`src/rtl/axil_reg_slice.sv`:
```
// AXI4-Lite register slice: one two-entry skid buffer per channel (AW, W, AR forward; B, R return).
// Every valid, ready and payload signal on both sides comes straight from a flop.
module axil_reg_slice #(
  parameter int unsigned ADDR_WIDTH = 32,
  parameter int unsigned DATA_WIDTH = 32
) (
  input  logic                      s_axi_aclk,
  input  logic                      s_axi_aresetn,
  input  logic [ADDR_WIDTH-1:0]     s_axi_awaddr,
  input  logic [2:0]                s_axi_awprot,
  input  logic                      s_axi_awvalid,
  output logic                      s_axi_awready,
  input  logic [DATA_WIDTH-1:0]     s_axi_wdata,
  input  logic [DATA_WIDTH/8-1:0]   s_axi_wstrb,
  input  logic                      s_axi_wvalid,
  output logic                      s_axi_wready,
  output logic [1:0]                s_axi_bresp,
  output logic                      s_axi_bvalid,
  input  logic                      s_axi_bready,
  input  logic [ADDR_WIDTH-1:0]     s_axi_araddr,
  input  logic [2:0]                s_axi_arprot,
  input  logic                      s_axi_arvalid,
  output logic                      s_axi_arready,
  output logic [DATA_WIDTH-1:0]     s_axi_rdata,
  output logic [1:0]                s_axi_rresp,
  output logic                      s_axi_rvalid,
  input  logic                      s_axi_rready,
  output logic [ADDR_WIDTH-1:0]     m_axi_awaddr,
  output logic [2:0]                m_axi_awprot,
  output logic                      m_axi_awvalid,
  input  logic                      m_axi_awready,
  output logic [DATA_WIDTH-1:0]     m_axi_wdata,
  output logic [DATA_WIDTH/8-1:0]   m_axi_wstrb,
  output logic                      m_axi_wvalid,
  input  logic                      m_axi_wready,
  input  logic [1:0]                m_axi_bresp,
  input  logic                      m_axi_bvalid,
  output logic                      m_axi_bready,
  output logic [ADDR_WIDTH-1:0]     m_axi_araddr,
  output logic [2:0]                m_axi_arprot,
  output logic                      m_axi_arvalid,
  input  logic                      m_axi_arready,
  input  logic [DATA_WIDTH-1:0]     m_axi_rdata,
  input  logic [1:0]                m_axi_rresp,
  input  logic                      m_axi_rvalid,
  output logic                      m_axi_rready
);

  localparam int unsigned StrbW = DATA_WIDTH / 8;
  localparam int unsigned AxW   = ADDR_WIDTH + 3;
  localparam int unsigned WW    = DATA_WIDTH + StrbW;
  localparam int unsigned BW    = 2;
  localparam int unsigned RW    = DATA_WIDTH + 2;
  localparam int unsigned TotW  = 2 * AxW + WW + BW + RW;

  // Channel index: 0 AW, 1 W, 2 B, 3 AR, 4 R; payloads packed LSB-first in that order.
  function automatic int unsigned ch_width(input int unsigned c);
    case (c)
      0, 3:    return AxW;
      1:       return WW;
      2:       return BW;
      default: return RW;
    endcase
  endfunction

  function automatic int unsigned ch_off(input int unsigned c);
    int unsigned off;
    off = 0;
    for (int unsigned k = 0; k < c; k++) off += ch_width(k);
    return off;
  endfunction

  logic [4:0]      in_valid, in_ready, out_valid, out_ready;
  logic [TotW-1:0] in_pl, out_pl;

  assign in_valid  = {m_axi_rvalid, s_axi_arvalid, m_axi_bvalid, s_axi_wvalid, s_axi_awvalid};
  assign out_ready = {s_axi_rready, m_axi_arready, s_axi_bready, m_axi_wready, m_axi_awready};
  assign in_pl     = {m_axi_rdata, m_axi_rresp, s_axi_araddr, s_axi_arprot, m_axi_bresp,
                      s_axi_wdata, s_axi_wstrb, s_axi_awaddr, s_axi_awprot};

  for (genvar i = 0; i < 5; i++) begin : g_ch
    localparam int unsigned W = ch_width(i);
    localparam int unsigned O = ch_off(i);

    logic         out_valid_q, out_valid_d, skid_valid_q, skid_valid_d;
    logic [W-1:0] out_pl_q, out_pl_d, skid_pl_q, skid_pl_d;
    logic         in_hs, out_hs;

    assign in_hs  = in_valid[i] & ~skid_valid_q;
    assign out_hs = out_valid_q & out_ready[i];

    always_comb begin
      out_valid_d  = out_valid_q;
      out_pl_d     = out_pl_q;
      skid_valid_d = skid_valid_q;
      skid_pl_d    = skid_pl_q;
      if (!out_valid_q || out_hs) begin
        // Skid beat is always older than anything arriving now.
        if (skid_valid_q) begin
          out_valid_d  = 1'b1;
          out_pl_d     = skid_pl_q;
          skid_valid_d = 1'b0;
        end else begin
          out_valid_d = in_hs;
          if (in_hs) out_pl_d = in_pl[O +: W];
        end
      end else if (in_hs) begin
        skid_valid_d = 1'b1;
        skid_pl_d    = in_pl[O +: W];
      end
    end

    always_ff @(posedge s_axi_aclk or negedge s_axi_aresetn) begin
      if (!s_axi_aresetn) begin
        out_valid_q  <= 1'b0;
        out_pl_q     <= '0;
        skid_valid_q <= 1'b0;
        skid_pl_q    <= '0;
      end else begin
        out_valid_q  <= out_valid_d;
        out_pl_q     <= out_pl_d;
        skid_valid_q <= skid_valid_d;
        skid_pl_q    <= skid_pl_d;
      end
    end

    assign in_ready[i]    = ~skid_valid_q;
    assign out_valid[i]   = out_valid_q;
    assign out_pl[O +: W] = out_pl_q;
  end

  assign s_axi_awready = in_ready[0];
  assign s_axi_wready  = in_ready[1];
  assign m_axi_bready  = in_ready[2];
  assign s_axi_arready = in_ready[3];
  assign m_axi_rready  = in_ready[4];

  assign m_axi_awvalid = out_valid[0];
  assign m_axi_wvalid  = out_valid[1];
  assign s_axi_bvalid  = out_valid[2];
  assign m_axi_arvalid = out_valid[3];
  assign s_axi_rvalid  = out_valid[4];

  assign {m_axi_awaddr, m_axi_awprot} = out_pl[ch_off(0) +: AxW];
  assign {m_axi_wdata, m_axi_wstrb}   = out_pl[ch_off(1) +: WW];
  assign s_axi_bresp                  = out_pl[ch_off(2) +: BW];
  assign {m_axi_araddr, m_axi_arprot} = out_pl[ch_off(3) +: AxW];
  assign {s_axi_rdata, s_axi_rresp}   = out_pl[ch_off(4) +: RW];

endmodule

```
`config.mk`:
```
export PLATFORM = sky130hd
export DESIGN_NAME = axil_reg_slice
export DESIGN_NICKNAME = d
export VERILOG_FILES = /design/src/rtl/axil_reg_slice.sv
export SDC_FILE = /design/constraint.sdc
export NUM_CORES = 1
export LEC_CHECK = 0
export ABC_AREA = 1
export CAP_MARGIN = 0
export CORE_UTILIZATION = 51
export DETAILED_ROUTE_END_ITERATION = 10
export MAX_ROUTING_LAYER = met4
export PLACE_DENSITY = 0.86
export SYNTH_ARGS = -nofsm -noshare
export SYNTH_HDL_FRONTEND = slang
export SYNTH_SLANG_ARGS = --single-unit
```
`constraint.sdc`:
```
create_clock -name s_axi_aclk -period 1.37 [get_ports s_axi_aclk]
set_input_delay 0.274 -clock s_axi_aclk [delete_from_list [all_inputs] [get_ports s_axi_aclk]]
set_output_delay 0.274 -clock s_axi_aclk [all_outputs]
set_load 0.01 [all_outputs]
```
### Yosys cells after proc, flatten, opt, wreduce, memory -nomap -nowiden

Index checks and enable logic that the tools add are counted.
Widths: inputs -> output; s select.

* register bits after elaboration: 294
* input port bits: 154
* output and inout port bits: 152
* logic and storage cells: 95

* muxes and demuxes: 25
* bitwise operators: 20
* reduce and logical (&&, ||, !) cells: 30

Operators with widths (count)
* $mux 35: 4
* $mux 36: 2
* $mux 34: 2
* $reduce_and 2->1: 10
* $reduce_bool 2->1: 10
* $mux 1: 15
* $and 1x1->1: 10
* $not 1->1: 10
* $logic_not 1->1: 5
* $logic_or 1x1->1: 5
* $mux 2: 2

### Longest topological paths before layout

* depth in word-level cells: 4
* gate-level depth with buffers: 7
* mapped depth without buffers: 5

### Worst setup path before layout

Ideal clock, no wire load.

* path type: reg2reg
* start point: reg g_ch[1].out_valid_q (netlist: m_axi_wvalid)
* end point: reg g_ch[1].skid_pl_q[34]
* setup time: 0.116 ns
* arrival: 1.121 ns
* data required time: 1.254 ns
* slack: 0.133 ns
* stages on the path, launching flop included: 8
* buffers on the path: 2
* period minus slack after synthesis: 1.237 ns
* path through: dfrtp_1 > inv_1 > nor2_4 > buf_4 > nand2_4 > buf_4 > nand2_1 > nand2_1

* longest elaborated chain between the ends: 4
* elaborated cells on any way between the ends: 5
* those cells by class: 2 x bitwise; 3 x reduce/logical

Ends and longest elaborated chain
* start, declared: RTL line 85 `logic out_valid_q, out_valid_d, skid_valid_q, skid_valid_d;`
* start signal, assigned: RTL line 120 `out_valid_q <= out_valid_d;`
* $and 1x1->1 / $logic_not 1->1 (equally long branches): RTL line 90, 97
* $logic_or 1x1->1 (*): RTL line 97 `if (!out_valid_q || out_hs) begin`
* $not 1->1 (no source line) (*)
* $reduce_and 2->1 (no source line) (*)
* end signal, assigned: RTL line 123 `skid_pl_q <= skid_pl_d;`
* end, declared: RTL line 86 `logic [W-1:0] out_pl_q, out_pl_d, skid_pl_q, skid_pl_d;`

Mark *: on every way between the ends. The rest lies on a longest branch, timed or not.
A chain may end at the register's enable or synchronous reset.

### Final worst setup path

* start point: reg g_ch[4].out_valid_q (netlist: s_axi_rvalid)
* end point: reg g_ch[4].out_pl_q[25]

* longest elaborated chain between the ends: 3
* elaborated cells on any way between the ends: 4
* those cells by class: 1 x bitwise; 3 x reduce/logical

Ends and longest elaborated chain
* start, declared: RTL line 85
* start signal, assigned: RTL line 120
* $and 1x1->1 / $logic_not 1->1 (equally long branches): RTL line 90, 97
* $logic_or 1x1->1 (*): RTL line 97
* $reduce_and 2->1 (no source line) (*)
* end signal, assigned: RTL line 121 `out_pl_q <= out_pl_d;`
* end, declared: RTL line 86

Marked as above.

==> results.md <==
* Power Total at 26.0 mW
* Post-synth top cells: 1154 x nand2_1, 294 x dfrtp_1, 142 x nand3_1
* I/O Pins at 306
* Logic gate share of total power at 25.9%
* First-pass GRT wire length at 61300 microns
* Placed Instances at 2355
* Top-count cell post-synth: nand2_1
* Clk sinks at 294
* Initial Util at 52.3%
* Die X-Extent at 163 microns
* Finished Layout Cells at 2508
* Largest net degree at the start of global routing at 64
* CTS Buf Count at 30
* Setup TNS at -1640 ps
* Register bit total from synthesis at 294
* Final hold violations at 0
* Htree depth at 1
* Syn Std Cell Area at 0.0132 sq mm
* Seq/Total Area, Yosys at 55.6%
* Min-Delay Path Class: input port to async pin
* Clock power frac at 30.1%
* Antenna violations before repair at 0
* CP required at 1860 ps
* Port bufs at 305
* Die Area at 0.0266 sq mm
* Avg Cell Area, Syn at 7.64 sq um
* Net Count, Synth at 1886
* P_sw at 8.14 mW
* Reg power frac at 44.0%
* Via Count at 13700
* Pre-Repair DR Iteration Count at 7
* Final instance area at 0.0185 sq mm
* Drt drc at 0
* Worst-Margin Slew at 558 ps
* P_leak at 10.4 nW
* Final core occ at 73.0%
* Antenna-violating nets left at 0
* Clk_skew at 9.51 ps
* Achievable frequency at 0.690 GHz
* TritonCTS clock tree: done
* Hold Slack at 168 ps
* Placed cell areas at 0.0170 sq mm
* Layout cells sized above 1 at 20.3%
* Vias in the first global route at 12500
* Crit path capture type: flop
* Max VDD drop at 0.00106 V
* RSZ-0062 raised after global routing: yes
* Post-synth EDFFs at 0
* Total grt overflow at 0
* YS warnings at 0
* Final Setup Violations at 89
* First DRT Iteration DRCs at 1803
* Netlist cell types at 15
* Critical path class: flop to flop
* Worst path arrival time at 1940 ps
* Period utilization at 106%
* Die H at 163 microns
* Area growth syn-to-layout at 39.6%
* GPL Wtd Cong at 0.868
* Outcome: finished with violations
* Final min period at 1450 ps
* WL/cell at 17.1 microns
* Worst setup margin at -79.8 ps
* Max-Slew Margin vs Limit at 62.7%
* Worst slack, placed at -472 ps
* Nets at 2312
* Clock root buffer: clkbuf_16
* Switching Share at 31.4%
* P_int at 17.8 mW
* PwrDens at 1400 mW/mm^2
* Core Area at 0.0253 sq mm
* Clk Latency, worst-skew pair at 560 ps
* Leading area contributor after synthesis: dfrtp_1
* Synth top area cells: dfrtp_1 56%, nand2_1 33%, nand3_1 5.4%
* Max Cap Violations at 0
* Worst setup SP type: flop
* Clk slew on worst S/H paths at 70 ps
* Post-DR vias/cell at 5.46
* HPWL after DPL at 24400 microns
* Ys async rst share at 100%
* GRT Total Usage at 29.5%
* Ant diodes at 0
* Max Fanout on Critical Path at 17
* Violated checks: negative setup slack
* Area share of the largest cell type after synthesis at 55.6%
* Dominant synthesized flop cell: dfrtp_1
* Mapped Cells at 1732
* Row count at 58
* Clock Tree Buf Depth at 3
* WL final at 42900 microns
* Slew Limit Fails at 0
==> cell usage in the layout (no fill, tap or decap), types with 17 or more instances in the layout <==
master	count
dfrtp_1	293
nand3_1	142
buf_2	118
nand2_2	41
nand2_1	1114
buf_4	134
clkdlybuf4s50_1	152
clkbuf_16	39
buf_12	17
buf_6	48
==> registers in the layout, indices dropped and copies added (netlist names) <==
register,count
g_ch.skid_pl_q,142
g_ch.out_pl_q,140
g_ch.skid_valid_q,5
s_axi_bresp,2
m_axi_arvalid,1
m_axi_awvalid,1
m_axi_wvalid,1
s_axi_bvalid,1
s_axi_rvalid,1
==> cell families after synthesis <==
logic type / count (synthesis) / synth area share [%]
buffers and inverters: 110 / 4.55
DFF: 294 / 55.6
and+or+nand+nor: 1328 / 39.9
==> power by group through the flow <==
stage / Sequential (mW) / Clock, mW / Combinational (mW)
6_report: 11.4 / 7.82 / 6.71
5_1_grt: 11.6 / 8.23 / 7.32
4_1_cts: 11.3 / 7.82 / 5.85
3_5_place_dp: 11.5 / 0 / 6.16
3_3_place_gp: 11.4 / 0 / 5.97
2_1_floorplan: 11.6 / 0 / 2.56
==> layout make-up <==
| type | instances | area [sq um] |
|---|---|---|
| Clock inverter | 6 | 36.3 |
| Timing Repair Buffer | 481 | 4250 |
| Clock buffer | 46 | 882 |
| Tap cell | 330 | 413 |
| Sequential cell | 294 | 7360 |
| Multi-Input combinational cell | 1331 | 5470 |
| Inverter | 20 | 75.1 |
| Fill cell | 1699 | 6840 |
==> critical path, stage by stage (launching register included) <==
cell and delay [ps]:
dfrtp_1 410, inv_2 80, nor2_4 50, buf_4 150, nor2_4 420, nand2_1 140
nand2_1 120
==> timing repair <==
item,in CTS,in global routing
gates cloned,1,13
gates resized for setup,644,85
pin swaps,8,8
hold buffers,1,0
endpoints found under the hold margin,294,0
setup endpoints to repair,231,343
setup buffers,37,50
==> worst paths after layout <==
kind	start	cells past startpoint	to	slack, ps
max in group asynchronous	s_axi_aresetn	3	g_ch[1].skid_pl_q[23]	580
max reg2reg	s_axi_rvalid	6	g_ch[4].out_pl_q[25]	-80
max	s_axi_rvalid	6	g_ch[4].out_pl_q[25]	-80
min reg2reg	g_ch[3].skid_pl_q[32]	2	g_ch[3].skid_pl_q[32]	470
min	s_axi_aresetn	2	g_ch[4].out_pl_q[7]	170
min in group s_axi_aclk	s_axi_wdata[16]	3	g_ch[1].skid_pl_q[20]	310
==> metal layers <==
| metal | global-route usage (%) | up-vias | part of all wire (%) |
|---|---|---|---|
| met3 | 4.77 | 218 | 10 |
| li1 | - | 6161 | - |
| met1 | 37.0 | 6388 | 36 |
| met5 | - | - | 0 |
| met4 | 11.8 | 0 | 4.9 |
| met2 | 47.8 | 920 | 49 |
Note: power is estimated with default switching activity, not from simulation.
